## config.mk

```make
export PLATFORM = sky130hd
export DESIGN_NAME = hms_countdown
export DESIGN_NICKNAME = d
export VERILOG_FILES = /design/src/rtl/hms_pkg.sv /design/src/rtl/bcd_down_digit.sv /design/src/rtl/hms_countdown.sv
export SDC_FILE = /design/constraint.sdc
export NUM_CORES = 1
export LEC_CHECK = 0
export CAP_MARGIN = 10
export CORE_ASPECT_RATIO = 1.5
export CORE_MARGIN = 4
export CORE_UTILIZATION = 42
export DETAILED_ROUTE_END_ITERATION = 12
export SLEW_MARGIN = 20
export SYNTH_ARGS = -nofsm -noshare
export SYNTH_HDL_FRONTEND = slang
export SYNTH_SLANG_ARGS = --single-unit
```

## constraint.sdc

```tcl
create_clock -name clk -period 3.4 [get_ports clk]
set_clock_uncertainty 0.1 [all_clocks]
set_input_delay 0.68 -clock clk [delete_from_list [all_inputs] [get_ports clk]]
set_output_delay 0.68 -clock clk [all_outputs]
set_load 0.05 [all_outputs]
```

## src/rtl/hms_pkg.sv

```systemverilog
// Shared types and BCD limits for the MM:SS countdown timer.
package hms_pkg;

  typedef enum logic [1:0] {
    ST_IDLE  = 2'd0,
    ST_RUN   = 2'd1,
    ST_PAUSE = 2'd2,
    ST_DONE  = 2'd3
  } state_e;

  localparam logic [3:0] UNITS_MAX = 4'd9;
  localparam logic [3:0] TENS_MAX  = 4'd5;

  // True when a {tens,units} byte is a legal minutes/seconds field.
  function automatic logic bcd_pair_ok(input logic [7:0] v);
    return (v[7:4] <= TENS_MAX) && (v[3:0] <= UNITS_MAX);
  endfunction

endpackage

```

## src/rtl/bcd_down_digit.sv

```systemverilog
// One BCD digit of the countdown: loadable, decrements with wrap 0->MAX and borrow out.
module bcd_down_digit
  import hms_pkg::*;
#(
  parameter logic [3:0] MAX = UNITS_MAX
) (
  input  logic       clk,
  input  logic       rstn,
  input  logic       load,
  input  logic [3:0] load_val,
  input  logic       dec,
  output logic [3:0] value,
  output logic       borrow_out
);

  logic [3:0] val_q, val_d;

  always_comb begin
    val_d = val_q;
    if (load) begin
      val_d = load_val;
    end else if (dec) begin
      val_d = (val_q == 4'd0) ? MAX : val_q - 4'd1;
    end
  end

  assign borrow_out = dec && (val_q == 4'd0);
  assign value      = val_q;

  always_ff @(posedge clk or negedge rstn) begin
    if (!rstn) begin
      val_q <= 4'd0;
    end else begin
      val_q <= val_d;
    end
  end

endmodule

```

## src/rtl/hms_countdown.sv

```systemverilog
// BCD MM:SS countdown timer: load handshake, run/pause/clear control, 1 s prescaler
// and a one-cycle done pulse on expiry.
module hms_countdown
  import hms_pkg::*;
#(
  parameter int CLK_DIV = 50_000_000
) (
  input  logic       clk,
  input  logic       rstn,
  input  logic       load_valid,
  output logic       load_ready,
  input  logic [7:0] load_min,
  input  logic [7:0] load_sec,
  input  logic       start,
  input  logic       pause,
  input  logic       clear,
  output logic [3:0] min_tens,
  output logic [3:0] min_units,
  output logic [3:0] sec_tens,
  output logic [3:0] sec_units,
  output logic       running,
  output logic       done,
  output logic       load_err
);

  localparam int PW = $clog2(CLK_DIV);
  localparam logic [PW-1:0] PRESC_LAST = PW'(CLK_DIV - 1);

  state_e        state_q, state_d;
  logic [PW-1:0] presc_q, presc_d;
  logic          done_q, done_d;
  logic          err_q, err_d;

  logic          dig_load;
  logic [15:0]   dig_val;
  logic          tick;
  logic          b_su, b_st, b_mu, borrow_unused;
  logic          accept, load_ok, value_zero, last_sec;

  assign load_ready = (state_q == ST_IDLE) || (state_q == ST_DONE);
  assign running    = (state_q == ST_RUN);
  assign done       = done_q;
  assign load_err   = err_q;

  assign accept     = load_valid && load_ready;
  assign load_ok    = bcd_pair_ok(load_min) && bcd_pair_ok(load_sec);
  assign value_zero = ({min_tens, min_units, sec_tens, sec_units} == 16'h0000);
  assign last_sec   = ({min_tens, min_units, sec_tens, sec_units} == 16'h0001);

  // Priority: clear > load > start > pause; tick only fires when no command overrides it.
  always_comb begin
    state_d  = state_q;
    presc_d  = presc_q;
    done_d   = 1'b0;
    err_d    = 1'b0;
    dig_load = 1'b0;
    dig_val  = 16'h0000;
    tick     = 1'b0;
    if (clear) begin
      state_d  = ST_IDLE;
      presc_d  = '0;
      dig_load = 1'b1;
    end else if (accept) begin
      if (load_ok) begin
        state_d  = ST_IDLE;
        presc_d  = '0;
        dig_load = 1'b1;
        dig_val  = {load_min, load_sec};
      end else begin
        err_d = 1'b1;
      end
    end else begin
      unique case (state_q)
        ST_IDLE: begin
          if (start && !value_zero) begin
            state_d = ST_RUN;
            presc_d = '0;
          end
        end
        ST_RUN: begin
          if (pause) begin
            state_d = ST_PAUSE;
          end else if (presc_q == PRESC_LAST) begin
            presc_d = '0;
            tick    = 1'b1;
            if (last_sec) begin
              state_d = ST_DONE;
              done_d  = 1'b1;
            end
          end else begin
            presc_d = presc_q + 1'b1;
          end
        end
        ST_PAUSE: begin
          if (start) state_d = ST_RUN;
        end
        default: ;
      endcase
    end
  end

  always_ff @(posedge clk or negedge rstn) begin
    if (!rstn) begin
      state_q <= ST_IDLE;
      presc_q <= '0;
      done_q  <= 1'b0;
      err_q   <= 1'b0;
    end else begin
      state_q <= state_d;
      presc_q <= presc_d;
      done_q  <= done_d;
      err_q   <= err_d;
    end
  end

  bcd_down_digit #(.MAX(UNITS_MAX)) u_sec_units (
    .clk(clk), .rstn(rstn), .load(dig_load), .load_val(dig_val[3:0]),
    .dec(tick), .value(sec_units), .borrow_out(b_su)
  );

  bcd_down_digit #(.MAX(TENS_MAX)) u_sec_tens (
    .clk(clk), .rstn(rstn), .load(dig_load), .load_val(dig_val[7:4]),
    .dec(b_su), .value(sec_tens), .borrow_out(b_st)
  );

  bcd_down_digit #(.MAX(UNITS_MAX)) u_min_units (
    .clk(clk), .rstn(rstn), .load(dig_load), .load_val(dig_val[11:8]),
    .dec(b_st), .value(min_units), .borrow_out(b_mu)
  );

  // Minutes-tens borrow would mean underflow past 00:00, which the FSM never allows.
  bcd_down_digit #(.MAX(TENS_MAX)) u_min_tens (
    .clk(clk), .rstn(rstn), .load(dig_load), .load_val(dig_val[15:12]),
    .dec(b_mu), .value(min_tens), .borrow_out(borrow_unused)
  );

endmodule

```

Word level (Yosys, flattened, before mapping)
Cells that the tools add are included.
- word-level logic and storage cells: 100
- output and inout bits: 20
- input port bits: 22
- register bits: 46
- equality and inequality tests: 11
- magnitude comparators: 4
- muxes and demuxes: 48
- add/sub/neg operators: 5
- reduce and logical (&&, ||, !) cells: 24
- operator list (operator ; number):
    $mux W26 ; 6
    $pmux W26 S2 ; 1
    $mux W16 ; 3
    $mux W4 ; 12
    $add A26 B1 Y26 const B ; 1
    $eq A26 B26 Y1 const B ; 1
    $mux W1 ; 17
    $eq A16 B1 Y1 const B ; 1
    $logic_not A16 Y1 ; 1
    $logic_not A4 Y1 ; 4
    $mux W2 ; 8
    $sub A4 B1 Y4 const B ; 4
    $ne A5 B3 Y1 const B ; 2
    $le A4 B3 Y1 const B ; 2
    $le A4 B4 Y1 const B ; 2
    $logic_and A1 B1 Y1 ; 8
    $ne A4 B3 Y1 const B ; 2
    $reduce_bool A2 Y1 ; 4
    $pmux W2 S3 ; 1
    $reduce_and A6 Y1 ; 1
    $reduce_bool A5 Y1 ; 1
    $eq A2 B2 Y1 const B ; 2
    $ne A4 B4 Y1 const B ; 1
    $reduce_and A4 Y1 ; 1
    6 further kinds ; 6

Longest topological paths before layout
- depth after elaboration: 11
- depth in mapped cells: 11
- mapped depth without buffers: 8

By module
Synthesis repeated with hierarchy kept, for this count alone.
- cell total of the unflattened synthesis: 321
- area total of the unflattened synthesis: 3060.4 um^2
- by module, submodules not included (module ; area each (um^2) ; cells each ; instances ; sequential area each (um^2)):
    hms_countdown ; 2194.6 ; 235 ; 1 ; 750.7
    bcd_down_digit (u_min_units ...) ; 231.5 ; 22 ; 2 ; 100.1
    bcd_down_digit (u_min_tens ...) ; 201.4 ; 21 ; 2 ; 100.1

Least setup slack after synthesis
Ideal clock, no wire load.
- path kind: register to register
- from: register state_q[1]
- to: register presc_q[25]
- buffers on the path: 3
- data required time: 3.205 ns
- setup slack: 0.955 ns
- clock period less this slack: 2.445 ns
- data arrival time: 2.249 ns
- cell stages (with the launch flop): 11
- setup time: 0.095 ns
- cell sequence: dfrtp_1 -> inv_1 -> ha_1 -> o31ai_1 -> a22oi_1 -> nand2_1 -> buf_2 -> or2_1 -> buf_2 -> buf_4 -> o31ai_1
- elaborated cells between the ends (all ways): 13
- classes of those cells: eq/ne: 5; mux: 3; reduce/logical: 5
- RTL lines (what ; line ; text):
    start, declared ; hms_countdown.sv:29 ; state_e state_q, state_d;
    start signal, assigned ; hms_countdown.sv:109 ; state_q <= state_d;
    $eq A2 B1 Y1 (*) ; -- ;
    named net running ; hms_countdown.sv:21 ; output logic running,
    $pmux W26 S2 ; hms_countdown.sv:73 ; unique case (state_q)
    $mux W26 ; hms_countdown.sv:63 ; end else if (accept) begin
    $mux W26 ; hms_countdown.sv:59 ; if (clear) begin
    end signal, assigned ; hms_countdown.sv:110 ; presc_q <= presc_d;
    end, declared ; hms_countdown.sv:30 ; logic [PW-1:0] presc_q, presc_d;
The timed path passes the listed nets; every way through them passes the cells marked *.
A chain may end at the register's enable or synchronous reset.

Worst setup path after layout
- from: input load_sec[1]
- to: register presc_q[5]
- longest elaborated chain between the ends: 5
- RTL lines (what ; line ; text):
    start, declared ; hms_countdown.sv:13 ; input logic [7:0] load_sec,
    $le A4 B4 Y1 ; hms_pkg.sv:16 ; return (v[7:4] <= TENS_MAX) && (v[3:0] <= UNITS_MAX);
    $logic_and A1 B1 Y1 ; hms_pkg.sv:16 ;
    $logic_and A1 B1 Y1 ; hms_countdown.sv:46 ; assign load_ok = bcd_pair_ok(load_min) && bcd_pair_ok(load_sec);
    $ne A3 B2 Y1 (no source line) ; -- ;
    $reduce_and A4 Y1 (no source line) ; -- ;
Every way passes these cells.

==> qor.txt <==
==================================================================================
Prevailing post-synth register cell                                   sky130_fd_sc_hd__dfrtp_1
Maximum number of pins on one net before global-route repair                    47
Top cell types by occurrence after synthesis                          sky130_fd_sc_hd__dfrtp_1 (46), sky130_fd_sc_hd__o21ai_0 (40), sky130_fd_sc_hd__nand2_1 (37)
Detailed-route vias per instance                                             5.998
Number of buffers added on ports                                                41
Overall routed net length                                                  7441 um
DRC violations left                                                              0
Peak ir drop on the vdd network                                           187.4 uV
Global-route total usage across every layer                                 0.1904
Sequential cell area in the final layout                                 1151 um^2
Hold Violations, Final                                                           0
Result of the run                                                        completed
Signed area change from the synthesized netlist to the final layout         21.04%
Global placement routability congestion                                     0.8636
Critical path launch point type                                       primary input
Path type of the worst setup path                                        in -> reg
Share of cells above drive strength 1                                      0.08847
Via count of the first global-routing pass                                    2611
Critical Path RT                                                           3480 ps
CORE AREA                                                                6576 um^2
Launch instance of the worst register-to-register path                 presc_q[11]
Routed length per placed instance                                         16.57 um
Initial Utilization                                                         0.4340
DIE WIDTH                                                                 75.31 um
Largest cells by area after synthesis                                 sky130_fd_sc_hd__dfrtp_1 (40%), sky130_fd_sc_hd__o21ai_0 (7.0%), sky130_fd_sc_hd__nand2_1 (4.9%), sky130_fd_sc_hd__nor2_1 (3.9%), sky130_fd_sc_hd__o31ai_1 (3.7%)
Full die area                                                            8205 um^2
Avg Cell Area, Syn                                                      8.648 um^2
Setup fix buffers added after clock tree synthesis                               0
Vias post-DR                                                                  2693
Clock Latency Late Sink                                                     300 ps
Post-CTS resize count                                                            0
Summed instance area of the synthesized netlist                          2854 um^2
Row cnt                                                                         36
Clock tree sinks                                                                46
Number of antenna violations at the first check in global routing                0
Critical path's largest stage delay                                         570 ps
Root buf cell                                                         sky130_fd_sc_hd__clkbuf_8
Multi-input logic area                                                   1585 um^2
Slowest stage cell, crit path                                         sky130_fd_sc_hd__or2_1
Ys Warns                                                                         0
Fill cells                                                                     643
1st-iter DRT viols                                                             124
Number of register bits inferred by synthesis                                   46
P per Cell Area                                                       465.9 nW/um^2
Antenna viol nets, final                                                         0
Clock Pin Slew Worst Setup and Hold Paths                                    90 ps
Cell Chain, Critical Path                                             clkdlybuf4s50_1 -> o21ai_0 -> nand4_1 -> a22oi_1 -> nand2_1 -> or2_1 -> o41ai_1
IO Pins                                                                         42
DIE HEIGHT                                                                109.0 um
Dpl cell area                                                            3342 um^2
Slew at the pin closest to its max-slew limit                             944.1 ps
Number of enable-type register cells in the synthesized netlist                  0
TritonCTS buffer count                                                           5
Fraction of synthesis flops using an asynchronous set or reset pin           1.000
Share of the yosys chip area belonging to registers                         0.4033
CP Data Arrival Time                                                       2980 ps
Post-layout net count                                                          399
Number of optimization iterations in the first detailed-route pass               4
Max-cap violations                                                               0
Wire length of the first global-routing pass                              12190 um
Net count after synthesis                                                      357
Post-cts hold buffer count                                                       0
H-tree depth                                                                     2
Final non-filler cell area                                               3455 um^2
Detail Placement HPWL                                                      5444 um
Max Slew Vio Count                                                               0
Total Neg Setup Slack                                                         0 ps
Unrepaired setup endpoints after global routing                                 no
Max Fanout on Critical Path                                                     24
Setup Viol. Count Final                                                          0
Share of the synthesized area in the top cell type                          0.4033
P_leak                                                                    1.388 nW
Unique cell type count in the Yosys netlist                                     57
Synth area leader                                                     sky130_fd_sc_hd__dfrtp_1
# diodes                                                                         0
Maximum root-to-sink buffer count                                                2
Peak Freq                                                                344.2 MHz
Tmin final                                                                 2906 ps
Synthesized netlist cell count                                                 330
Startpoint of the worst setup timing path                              load_sec[1]
Worst max-slew margin expressed relative to the limit                       0.3706
Most numerous cell in the Yosys netlist                               sky130_fd_sc_hd__dfrtp_1
Hold Crit Class                                                        in -> async
Type of destination of the critical path                                 flip-flop
Clock tree from TritonCTS                                                      yes
Remaining global-route overflow                                                  0
Crit share post-route                                                       0.8546
Post-route core utilization                                                 0.5253
==================================================================================
-- critical path, delay by kind of cell --
kind / cells / cell delay, ps
AND/OR/NAND/NOR: 3 / 860
buffers and inverters: 1 / 430
AO/OA/AOI/OAI: 3 / 1000
-- worst paths after layout --
kind                                to  slack, ps  depth (start not counted)
setup / recovery            presc_q[5]        490                          7
hold / removal             presc_q[13]        280                          1
setup reg to reg            presc_q[2]        610                          5
hold reg to reg            presc_q[15]        380                          1
max in group asynchronous   state_q[1]       2490                          1
min in group clk           presc_q[15]        380                          1
-- kinds of logic (layout without fill, tap and decap cells) --
kind of cell,Yosys count,count (layout),share of synthesized area
AO/OA/AOI/OAI,110,110,0.2552
XOR/XNOR,1,1,0.003069
adder cells (fa/ha/maj),5,5,0.02192
buffers and inverters,26,69,0.04121
flip-flops,46,46,0.4033
multiplexers,1,1,0.003507
AND/OR/NAND/NOR,141,141,0.2718
-- report_power, final --
part | internal (W) | switching [W] | total (W) | leakage [nW]
clock | 0.000220 | 0.000191 | 0.000411 | 0.0514
sequential | 0.000578 | 0.0000456 | 0.000623 | 0.627
combinational | 0.000198 | 0.000377 | 0.000575 | 0.710
total | 0.000995 | 0.000614 | 0.00161 | 1.39
-- layout by cell type (no fill, tap or decap), types with 5 or more instances in the layout --
cell type / n
sky130_fd_sc_hd__o41ai_1: 5
sky130_fd_sc_hd__clkbuf_8: 5
sky130_fd_sc_hd__nand3_1: 11
sky130_fd_sc_hd__a31oi_1: 7
sky130_fd_sc_hd__and3_1: 8
sky130_fd_sc_hd__dfrtp_1: 46
sky130_fd_sc_hd__ha_1: 5
sky130_fd_sc_hd__a21oi_1: 16
sky130_fd_sc_hd__nor2b_1: 6
sky130_fd_sc_hd__nor2_1: 30
sky130_fd_sc_hd__nand2_1: 37
sky130_fd_sc_hd__nor4_1: 8
sky130_fd_sc_hd__nor3_1: 7
sky130_fd_sc_hd__clkdlybuf4s50_1: 40
sky130_fd_sc_hd__o21ai_0: 40
sky130_fd_sc_hd__buf_4: 9
sky130_fd_sc_hd__inv_1: 12
sky130_fd_sc_hd__o31ai_1: 14
sky130_fd_sc_hd__nand4_1: 7
-- per-stage QoR --
stage,hold WS (ps),setup WS [ps],std cells,total power [W]
final,278.8,494.5,449,0.001609
after global routing,330.5,326.0,449,0.001712
after CTS,385.1,534.7,449,0.001628
after detailed placement,367.8,249.7,441,0.001213
after global placement,368.2,240.6,441,0.001214
after floorplan,284.4,955.3,330,0.001023
-- state kept, by name, summed over array words and instances, names as in the netlist --
signal             cells
u_min_tens.value       4
u_sec_units.value      4
u_min_units.value      4
done                   1
state_q                2
presc_q               26
load_err               1
u_sec_tens.value       4
-- layer usage --
layer	GRT usage	routed length (um)	vias up
met5	0	0	-
met3	0.02860	376	18
met1	0.2165	3012	1291
met2	0.3430	3854	67
met4	0.07875	197	0
li1	-	-	1317
-- layout make-up --
class | instances | share of cell area
clock inverters | 2 | 0.01087
multi-input cells | 258 | 0.4589
inverters | 12 | 0.01304
repair buffers | 49 | 0.1355
well taps | 76 | 0.02753
clock buffers | 6 | 0.02101
flip-flops and latches | 46 | 0.3332
No activity file was read; power rests on OpenSTA's default activity.
